$ cat src/rtl/eth_pkg.sv
// Shared types and constants for the eth_clk-domain stream arbiter.
package eth_pkg;

    typedef enum logic [1:0] {ARB_IDLE, ARB_HDR, ARB_DATA, ARB_PAD} arb_state_t;

    localparam logic [7:0] HDR_MAGIC = 8'hA5;

    function automatic int unsigned id_width(input int unsigned n);
        return (n > 1) ? $clog2(n) : 1;
    endfunction

endpackage

$ cat src/rtl/rr_priority_encoder.sv
// Round-robin pick: first asserted request after 'last', wrapping modulo NUM_SRC.
module rr_priority_encoder
    import eth_pkg::*;
#(
    parameter  int unsigned NUM_SRC = 2,
    localparam int unsigned IDW     = id_width(NUM_SRC)
) (
    input  logic [NUM_SRC-1:0] req,
    input  logic [IDW-1:0]     last,
    output logic [IDW-1:0]     gnt_idx,
    output logic               gnt_valid
);

    logic [2*NUM_SRC-1:0] req_dbl;
    logic [NUM_SRC-1:0]   req_rot;

    // Bit j of req_rot is source (last+1+j) mod NUM_SRC.
    assign req_dbl = {req, req};
    assign req_rot = NUM_SRC'(req_dbl >> (32'(last) + 32'd1));

    always_comb begin
        gnt_idx   = '0;
        gnt_valid = 1'b0;
        for (int unsigned j = 0; j < NUM_SRC; j++) begin
            if (!gnt_valid && req_rot[j]) begin
                gnt_valid = 1'b1;
                gnt_idx   = IDW'((32'(last) + 32'd1 + j) % NUM_SRC);
            end
        end
    end

endmodule

$ cat src/rtl/axis_packet_arbiter.sv
// Packet-granular round-robin arbiter: header word, zero-latency payload pass-through,
// and PAD_WORD fill when the granted source starves mid-frame.
module axis_packet_arbiter
    import eth_pkg::*;
#(
    parameter  int unsigned               NUM_SRC              = 2,
    parameter  int unsigned               WORD_BYTES           = 4,
    parameter  int unsigned               PACKET_PAYLOAD_WORDS = 128,
    parameter  int unsigned               STARVE_CYCLES        = 64,
    parameter  logic [WORD_BYTES*8-1:0]   PAD_WORD             = '0,
    localparam int unsigned               DW                   = WORD_BYTES * 8,
    localparam int unsigned               IDW                  = id_width(NUM_SRC)
) (
    input  logic                  clk,
    input  logic                  rst,
    input  logic [NUM_SRC*DW-1:0] s_axis_tdata,
    input  logic [NUM_SRC-1:0]    s_axis_tvalid,
    output logic [NUM_SRC-1:0]    s_axis_tready,
    output logic [DW-1:0]         m_axis_tdata,
    output logic                  m_axis_tvalid,
    input  logic                  m_axis_tready,
    output logic                  m_axis_tlast,
    output logic [IDW-1:0]        grant_id,
    output logic                  busy,
    output logic                  pad_pulse
);

    localparam int unsigned     WCW        = $clog2(PACKET_PAYLOAD_WORDS);
    localparam int unsigned     SCW        = $clog2(STARVE_CYCLES + 1);
    localparam logic [WCW-1:0]  LAST_IDX   = WCW'(PACKET_PAYLOAD_WORDS - 1);
    localparam logic [SCW-1:0]  STARVE_MAX = SCW'(STARVE_CYCLES - 1);

    arb_state_t     state_q, state_d;
    logic [WCW-1:0] word_cnt_q, word_cnt_d;
    logic [SCW-1:0] starve_cnt_q, starve_cnt_d;
    logic [15:0]    seq_q, seq_d;
    logic [IDW-1:0] last_grant_q, last_grant_d;
    logic [IDW-1:0] grant_q, grant_d;
    logic           pad_pulse_q, pad_pulse_d;

    logic [IDW-1:0] rr_idx;
    logic           rr_valid;
    logic           sel_valid;
    logic [DW-1:0]  sel_data;
    logic [DW-1:0]  hdr_word;
    logic           accept;

    rr_priority_encoder #(.NUM_SRC(NUM_SRC)) u_rr (
        .req       (s_axis_tvalid),
        .last      (last_grant_q),
        .gnt_idx   (rr_idx),
        .gnt_valid (rr_valid)
    );

    always_comb begin
        sel_valid = 1'b0;
        sel_data  = '0;
        for (int unsigned i = 0; i < NUM_SRC; i++) begin
            if (IDW'(i) == grant_q) begin
                sel_valid = s_axis_tvalid[i];
                sel_data  = s_axis_tdata[i*DW +: DW];
            end
        end
        hdr_word            = '0;
        hdr_word[DW-1 -: 32] = {HDR_MAGIC, 8'(grant_q), seq_q};
    end

    // Payload ready is a combinational copy of downstream ready for the granted source only.
    always_comb begin
        m_axis_tvalid = 1'b0;
        m_axis_tdata  = '0;
        s_axis_tready = '0;
        unique case (state_q)
            ARB_HDR: begin
                m_axis_tvalid = 1'b1;
                m_axis_tdata  = hdr_word;
            end
            ARB_DATA: begin
                m_axis_tvalid = sel_valid;
                m_axis_tdata  = sel_data;
                for (int unsigned i = 0; i < NUM_SRC; i++) begin
                    if (IDW'(i) == grant_q) s_axis_tready[i] = m_axis_tready;
                end
            end
            ARB_PAD: begin
                m_axis_tvalid = 1'b1;
                m_axis_tdata  = PAD_WORD;
            end
            default: ;
        endcase
    end

    assign accept       = m_axis_tvalid && m_axis_tready;
    assign m_axis_tlast = m_axis_tvalid && (state_q != ARB_IDLE) && (word_cnt_q == LAST_IDX);
    assign busy         = (state_q != ARB_IDLE);
    assign grant_id     = grant_q;
    assign pad_pulse    = pad_pulse_q;

    always_comb begin
        state_d      = state_q;
        word_cnt_d   = word_cnt_q;
        starve_cnt_d = starve_cnt_q;
        seq_d        = seq_q;
        last_grant_d = last_grant_q;
        grant_d      = grant_q;
        pad_pulse_d  = 1'b0;
        unique case (state_q)
            ARB_IDLE: begin
                word_cnt_d   = '0;
                starve_cnt_d = '0;
                if (rr_valid) begin
                    grant_d      = rr_idx;
                    last_grant_d = rr_idx;
                    state_d      = ARB_HDR;
                end
            end
            ARB_HDR: begin
                if (accept) begin
                    word_cnt_d = WCW'(1);
                    state_d    = ARB_DATA;
                end
            end
            ARB_DATA, ARB_PAD: begin
                // An accepted word always wins over the starve threshold.
                if (accept) begin
                    starve_cnt_d = '0;
                    if (word_cnt_q == LAST_IDX) begin
                        word_cnt_d = '0;
                        seq_d      = seq_q + 16'd1;
                        state_d    = ARB_IDLE;
                    end else begin
                        word_cnt_d = word_cnt_q + 1'b1;
                    end
                end else if (state_q == ARB_DATA && !sel_valid) begin
                    if (starve_cnt_q >= STARVE_MAX) begin
                        starve_cnt_d = '0;
                        pad_pulse_d  = 1'b1;
                        state_d      = ARB_PAD;
                    end else begin
                        starve_cnt_d = starve_cnt_q + 1'b1;
                    end
                end
            end
            default: state_d = ARB_IDLE;
        endcase
    end

    always_ff @(posedge clk or posedge rst) begin
        if (rst) begin
            state_q      <= ARB_IDLE;
            word_cnt_q   <= '0;
            starve_cnt_q <= '0;
            seq_q        <= '0;
            last_grant_q <= IDW'(NUM_SRC - 1);
            grant_q      <= '0;
            pad_pulse_q  <= 1'b0;
        end else begin
            state_q      <= state_d;
            word_cnt_q   <= word_cnt_d;
            starve_cnt_q <= starve_cnt_d;
            seq_q        <= seq_d;
            last_grant_q <= last_grant_d;
            grant_q      <= grant_d;
            pad_pulse_q  <= pad_pulse_d;
        end
    end

endmodule

$ cat config.mk
export PLATFORM = sky130hd
export DESIGN_NAME = axis_packet_arbiter
export DESIGN_NICKNAME = d
export VERILOG_FILES = /design/src/rtl/eth_pkg.sv /design/src/rtl/rr_priority_encoder.sv /design/src/rtl/axis_packet_arbiter.sv
export SDC_FILE = /design/constraint.sdc
export NUM_CORES = 1
export LEC_CHECK = 0
export CAP_MARGIN = 20
export CORE_MARGIN = 5
export CORE_UTILIZATION = 47
export CTS_CLUSTER_DIAMETER = 150
export DETAILED_ROUTE_END_ITERATION = 8
export GPL_ROUTABILITY_DRIVEN = 0
export HOLD_SLACK_MARGIN = 0.15
export PLACE_DENSITY_LB_ADDON = 0.08
export SLEW_MARGIN = 20
export SYNTH_ARGS = -nofsm -noshare
export SYNTH_HDL_FRONTEND = slang
export SYNTH_SLANG_ARGS = --single-unit
$ cat constraint.sdc
create_clock -name clk -period 4.9 [get_ports clk]
set_input_delay 0.98 -clock clk [delete_from_list [all_inputs] [get_ports clk]]
set_output_delay 0.98 -clock clk [all_outputs]
set_load 0.03 [all_outputs]
# ---- Word-level counts from Yosys, hierarchy flattened
# Index checks and enable logic that the tools add are counted.
dict set report totals {
  register_bits 35
  input_bits 69
  output_inout_bits 39
  elab_cells 71
}
dict set report classes {
  add_sub_neg 5
  order_cmp 1
  n_eq_ne 10
  shift 1
  muxes 30
  reduce_logical 17
}
# op n
set ops {}
lappend ops {{$pmux W32 S2} 1}
lappend ops {{$mux W7} 6}
lappend ops {{$mux W32} 1}
lappend ops {{$pmux W7 S3} 1}
lappend ops {{$add A16 B1 Y16 const B} 1}
lappend ops {{$add A7 B1 Y7 const B} 2}
lappend ops {{$mux W2} 7}
lappend ops {{$pmux W7 S2} 1}
lappend ops {{$mux W1} 11}
lappend ops {{$ne A3 B3 Y1 const B} 3}
lappend ops {{$eq A7 B7 Y1 const B} 1}
lappend ops {{$ge A7 B6 Y1 const B} 1}
lappend ops {{$ne A2 B2 Y1 const B} 3}
lappend ops {{$pmux W2 S3} 1}
lappend ops {{$reduce_and A2 Y1} 3}
lappend ops {{$logic_and A1 B1 Y1} 5}
lappend ops {{$reduce_and A5 Y1} 1}
lappend ops {{$eq A2 B2 Y1 const B} 2}
lappend ops {{$reduce_bool A2 Y1} 2}
lappend ops {{$reduce_or A2 Y1} 2}
lappend ops {{$shr A4 B2 Y2} 1}
lappend ops {{$reduce_and A3 Y1} 1}
lappend ops {{$add A1 B1 Y2 const B} 1}
lappend ops {{$eq A2 B1 Y1 const B} 1}
lappend ops {{other kinds (4)} 5}

# ---- Depth between registers and ports, before layout
dict set report logic_depth {
  ltp_word 8
  ltp_mapped 9
  ltp_nobuf 7
}

# ---- Cells and area by module
# A second synthesis with hierarchy kept.
dict set report unflattened {
  cells_unflattened 297
  area_unflattened_um2 2613.8
}
# mod instances cells_per_inst area_each_um2 seq_area_each_um2
set by_module_without_submodules {}
lappend by_module_without_submodules {axis_packet_arbiter 1 295 2600.0 877.1}
lappend by_module_without_submodules {rr_priority_encoder 1 2 13.8 0.0}

# ---- Worst setup path after synthesis
# Ideal clock, no wire load.
dict set report synth_path {
  path_type {input -> output}
  startpoint {input s_axis_tvalid[1]}
  endpoint {output m_axis_tlast}
  arrival_ns 1.948
  t_required_ns 3.920
  slack_ns 1.972
  stages 3
  n_path_buf 0
  cell_sequence {mux2_2 -> a21boi_2 -> nor3_1}
}
dict set report synth_between {
  elab_chain_cells 4
}
# element line
set synth_rtl {}
lappend synth_rtl {{start: declaration} axis_packet_arbiter.sv:17} ;# input logic [NUM_SRC-1:0] s_axis_tvalid,
lappend synth_rtl {{$mux W1} axis_packet_arbiter.sv:59} ;# if (IDW'(i) == grant_q) begin
lappend synth_rtl {{$pmux W1 S2} axis_packet_arbiter.sv:73} ;# unique case (state_q)
lappend synth_rtl {{$logic_and A1 B1 Y1 (2 in series)} axis_packet_arbiter.sv:94} ;# assign m_axis_tlast = m_axis_tvalid && (state_q != ARB_IDLE) && (word_cnt_q == LAST_IDX);
lappend synth_rtl {{end: declaration} axis_packet_arbiter.sv:22} ;# output logic m_axis_tlast,
# No other way between the ends.

# ---- Final worst setup path
dict set report layout_path {
  startpoint {input s_axis_tvalid[0]}
  endpoint {output m_axis_tlast}
}
# The elaborated chain is that of the path after synthesis.

==> metrics.log <==
INFO  metric run_status = completed
INFO  metric tritoncts.num_buffers = 5
INFO  metric globalRoute.totalOverflow = 0
INFO  metric post_synth_inst_count = 292
INFO  metric worstMarginPinSlew = 0.674 ns
INFO  metric root_buffer_master = sky130_fd_sc_hd__clkbuf_8
INFO  metric postSynthRegisterBits = 35
INFO  metric setup-violations-final = 0
INFO  metric whs = 0.484 ns
INFO  metric worst-r2r-cell-count = 8
INFO  metric insertedDiodeCount = 0
INFO  metric final_layout_size_suffix_gt1_share = 11.4%
INFO  metric worstHoldPathType = flop to flop
INFO  metric synthesis.area = 2660 um2
INFO  metric cts_tree = done
INFO  metric cp_bufs_invs = 2
INFO  metric hp-start = seq_q[15]
INFO  metric synth_simple_gate_area_share = 24.2%
INFO  metric synthesis.yosys.warnings = 0
INFO  metric timing.critical_path.slowest_cell_delay = 0.62 ns
INFO  metric cts_setup_buffers = 0
INFO  metric synthToLayoutAreaGrowth = 45.3%
INFO  metric max-cap-violations = 0
INFO  metric timing.critical_path.cells = clkdlybuf4s50_1 > mux2_2 > a21boi_2 > nor3_1 > clkdlybuf4s50_1
INFO  metric finClkSkew = 0.0117 ns
INFO  metric initial_utilization = 48.2%
INFO  metric final_hold_viol_count = 0
INFO  metric routed_wirelength = 7540 um
INFO  metric max_clock_freq = between 200 and 300 MHz
INFO  metric grt_util_all_layers = 20.8%
INFO  metric synthAdderAreaFrac = 3.77%
INFO  metric net_count_after_synthesis = 369
INFO  metric criticalPathCategory = primary input to output pin
INFO  metric yosys.area_share.xor_xnor = 4.95%
INFO  metric unrepaired_setup_endpoints_after_global_routing = false
INFO  metric cts_buffer_depth = 2
INFO  metric detail_route.wl_per_cell = roughly 16 um
INFO  metric worst_reg2reg_startpoint = state_q[0]
INFO  metric number_of_optimization_iterations_in_the_first_detailed_route_pass = 4
INFO  metric ys_types = 49
INFO  metric worstSetupStartpointType = primary input
INFO  metric final_cell_count_no_fill = 466
INFO  metric clock_insertion_delay_at_the_later_pin_of_the_skew_report = 0.29 ns
INFO  metric drtAntennaViolNets = 0
INFO  metric timing.setup.tns = 0 ns
INFO  metric p_leak = 1.52 nW
INFO  metric ctsHoldBuffers = 0
INFO  metric crit_path_top_delay_cell = sky130_fd_sc_hd__clkdlybuf4s50_1
INFO  metric timing.final.crit_period = 3.88 ns
INFO  metric postSynthAreaPerCell = about 9.1 um2
INFO  metric worstHoldEndpoint = seq_q[15]
INFO  metric htree_num_levels = 2
INFO  metric detail_route.vias_per_cell = 5.41
INFO  metric grt_pass1_vias = 2458
INFO  metric die_height = 85.2 um
INFO  metric drcViolationCount = 0
INFO  metric grt_antenna_before_repair = 0
INFO  metric rows = 27
INFO  metric dr.first_iter.drc_count = roughly 110
INFO  metric critical_path.reg2reg.endpoint = word_cnt_q[5]
INFO  metric final_max_slew_viol_count = 0
INFO  metric grt_max_degree = 38
INFO  metric layout_common_cells = sky130_fd_sc_hd__clkdlybuf4s50_1, sky130_fd_sc_hd__dfrtp_1, sky130_fd_sc_hd__nor2_1, sky130_fd_sc_hd__mux2_2, sky130_fd_sc_hd__nor2b_1
INFO  metric clkTransAtPathRegs = 0.06 ns
INFO  metric numPlacedInstances = 459
INFO  metric relSlewSlack = 54.9%
INFO  metric worst_ep_required_time = about 3.9 ns
INFO  metric proportion_of_synthesized_chip_area_in_sequential_cells = 33.0%
INFO  metric vdd.ir_drop.worst = 0.376 mV
INFO  metric fp.dieArea = 7250 um2
INFO  metric totalPowerFinal = 2.07 mW
INFO  metric placement.io_buffers = 107
INFO  metric multi_input_logic_area = 1680 um2
INFO  metric regToRegSetupSlack = 2.05 ns
INFO  metric cts_repair_resize_count = 0
INFO  metric mostFrequentLayoutCell = sky130_fd_sc_hd__clkdlybuf4s50_1
INFO  metric compound_cell_area_share_of_the_yosys_netlist = 15.9%
INFO  metric grt_first_pass_wirelength = 12200 um
INFO  metric power.density_cell_area = approximately 540 nW/um2
INFO  metric die_width = 85.2 um
INFO  metric tritoncts_num_sinks = 35
INFO  metric synth_ff_type = sky130_fd_sc_hd__dfrtp_1
INFO  metric hold_path_depth = 1
INFO  metric core-area = 5510 um2
INFO  metric critical_path_arrival = around 2.9 ns
INFO  metric critical_path.top_delay_family = buffers and inverters
INFO  metric crit_fanout = 7
INFO  metric endpoint_kind = output pin
INFO  metric pin_count = between 100 and 150
INFO  metric synth.mux.area_fraction = 14.2%
INFO  metric final.fill_count = approximately 450
INFO  metric layout.area.seq = approximately 880 um2
INFO  metric finish.net_count = 471
INFO  metric post-route-period-util = 79.1%
INFO  metric detailed_place_hpwl = 5760 um
INFO  metric num_vias = 2523
INFO  metric share_of_async_settable_or_async_resettable_flops_after_synthesis = 100%
INFO  metric layout.core_utilization = between 70% and 80%
INFO  metric synth-edff-count = 0
INFO  metric synth_top_family_by_area = simple AND/OR/NAND/NOR gates
INFO  metric path_common_cell = sky130_fd_sc_hd__clkdlybuf4s50_1
-- sequential cells by signal (all words and copies together), names as in the netlist --
register	count
grant_id	1
last_grant_q	1
pad_pulse	1
seq_q	16
starve_cnt_q	7
state_q	2
word_cnt_q	7
-- power breakdown --
group          total (mW)  switching, mW  internal (mW)
logic                1.48          0.864          0.614
clock network       0.213          0.103          0.110
registers           0.375         0.0421          0.333
-- cells by family (layout without fill, tap and decap cells) --
kind of cell	after synthesis	after routing
simple gates	117	117
flops	35	35
compound gates	59	59
xor+xnor	15	15
buf+inv	23	125
mux	35	35
fa+ha+maj	8	8
-- worst reg2reg max path: stages, from the launching register on --
cell and delay (ns):
sky130_fd_sc_hd__dfrtp_1 0.42, sky130_fd_sc_hd__inv_1 0.14, sky130_fd_sc_hd__ha_1 0.54, sky130_fd_sc_hd__buf_4 0.35, sky130_fd_sc_hd__nand2_1 0.14, sky130_fd_sc_hd__o32ai_4 0.37, sky130_fd_sc_hd__or2_1 0.37, sky130_fd_sc_hd__nand3_1 0.16
sky130_fd_sc_hd__o31ai_2 0.27
-- per-layer routing --
layer  vias to the layer above  part of all wire, %  GRT usage [%]
met1                      1169                   42           25.7
li1                       1256                    -              -
met3                        13                  6.3           4.56
met2                        85                   50           35.6
met4                         0                  1.8           7.19
met5                         -                    0              0
-- how the worst max path moves through the flow --
stage                           from            to  slack (ns)  cells after the start
global route        s_axis_tvalid[0]  m_axis_tlast        0.93                      5
global placement    s_axis_tvalid[0]  m_axis_tlast        1.06                      5
floorplan           s_axis_tvalid[1]  m_axis_tlast        1.97                      3
finish              s_axis_tvalid[0]  m_axis_tlast        1.02                      5
detailed placement  s_axis_tvalid[0]  m_axis_tlast        1.02                      5
CTS                 s_axis_tvalid[0]  m_axis_tlast        1.01                      5
-- per-stage QoR --
stage / setup WS, ns / area, um2
after floorplan: 1.97 / 2660
after CTS: 1.01 / 3860
after global routing: 0.926 / 3860
after detailed placement: 1.02 / 3770
final: 1.02 / 3860
after global placement: 1.06 / 3770
-- cells in the mapped netlist, types with 2 or more instances --
cell,number,area share [%]
sky130_fd_sc_hd__a21oi_1,11,2.1
sky130_fd_sc_hd__a22oi_1,17,4.8
sky130_fd_sc_hd__a31oi_1,2,0.47
sky130_fd_sc_hd__and2_1,2,0.47
sky130_fd_sc_hd__and3_1,4,0.94
sky130_fd_sc_hd__and4_1,2,0.66
sky130_fd_sc_hd__buf_1,2,0.28
sky130_fd_sc_hd__buf_2,4,0.75
sky130_fd_sc_hd__clkbuf_1,8,1.1
sky130_fd_sc_hd__dfrtp_1,34,32
sky130_fd_sc_hd__ha_1,8,3.8
sky130_fd_sc_hd__inv_1,7,0.99
sky130_fd_sc_hd__mux2_2,21,8.9
sky130_fd_sc_hd__mux2i_1,13,4.9
sky130_fd_sc_hd__nand2_1,18,2.5
sky130_fd_sc_hd__nand2b_1,3,0.71
sky130_fd_sc_hd__nand3_1,16,3.0
sky130_fd_sc_hd__nand3b_1,2,0.57
sky130_fd_sc_hd__nand4_1,11,2.6
sky130_fd_sc_hd__nor2_1,23,3.3
sky130_fd_sc_hd__nor2b_1,21,4.9
sky130_fd_sc_hd__nor3_1,6,1.1
sky130_fd_sc_hd__nor4_2,2,0.94
sky130_fd_sc_hd__o21ai_0,8,1.5
sky130_fd_sc_hd__o21ai_1,6,1.1
sky130_fd_sc_hd__o21ba_2,2,0.75
sky130_fd_sc_hd__o22ai_1,2,0.47
sky130_fd_sc_hd__or2_1,2,0.47
sky130_fd_sc_hd__or2_2,2,0.47
sky130_fd_sc_hd__xnor2_1,13,4.3
sky130_fd_sc_hd__xor2_1,2,0.66
-- cell type report --
class	instances	share of cell area, %
Clock buffer	6	2.14
Clock inverter	1	0.130
Inverter	7	0.681
Multi-Input combinational cell	234	43.4
Sequential cell	35	22.7
Tap cell	72	2.34
Timing Repair Buffer	111	28.5
No activity file was read; power rests on OpenSTA's default activity.
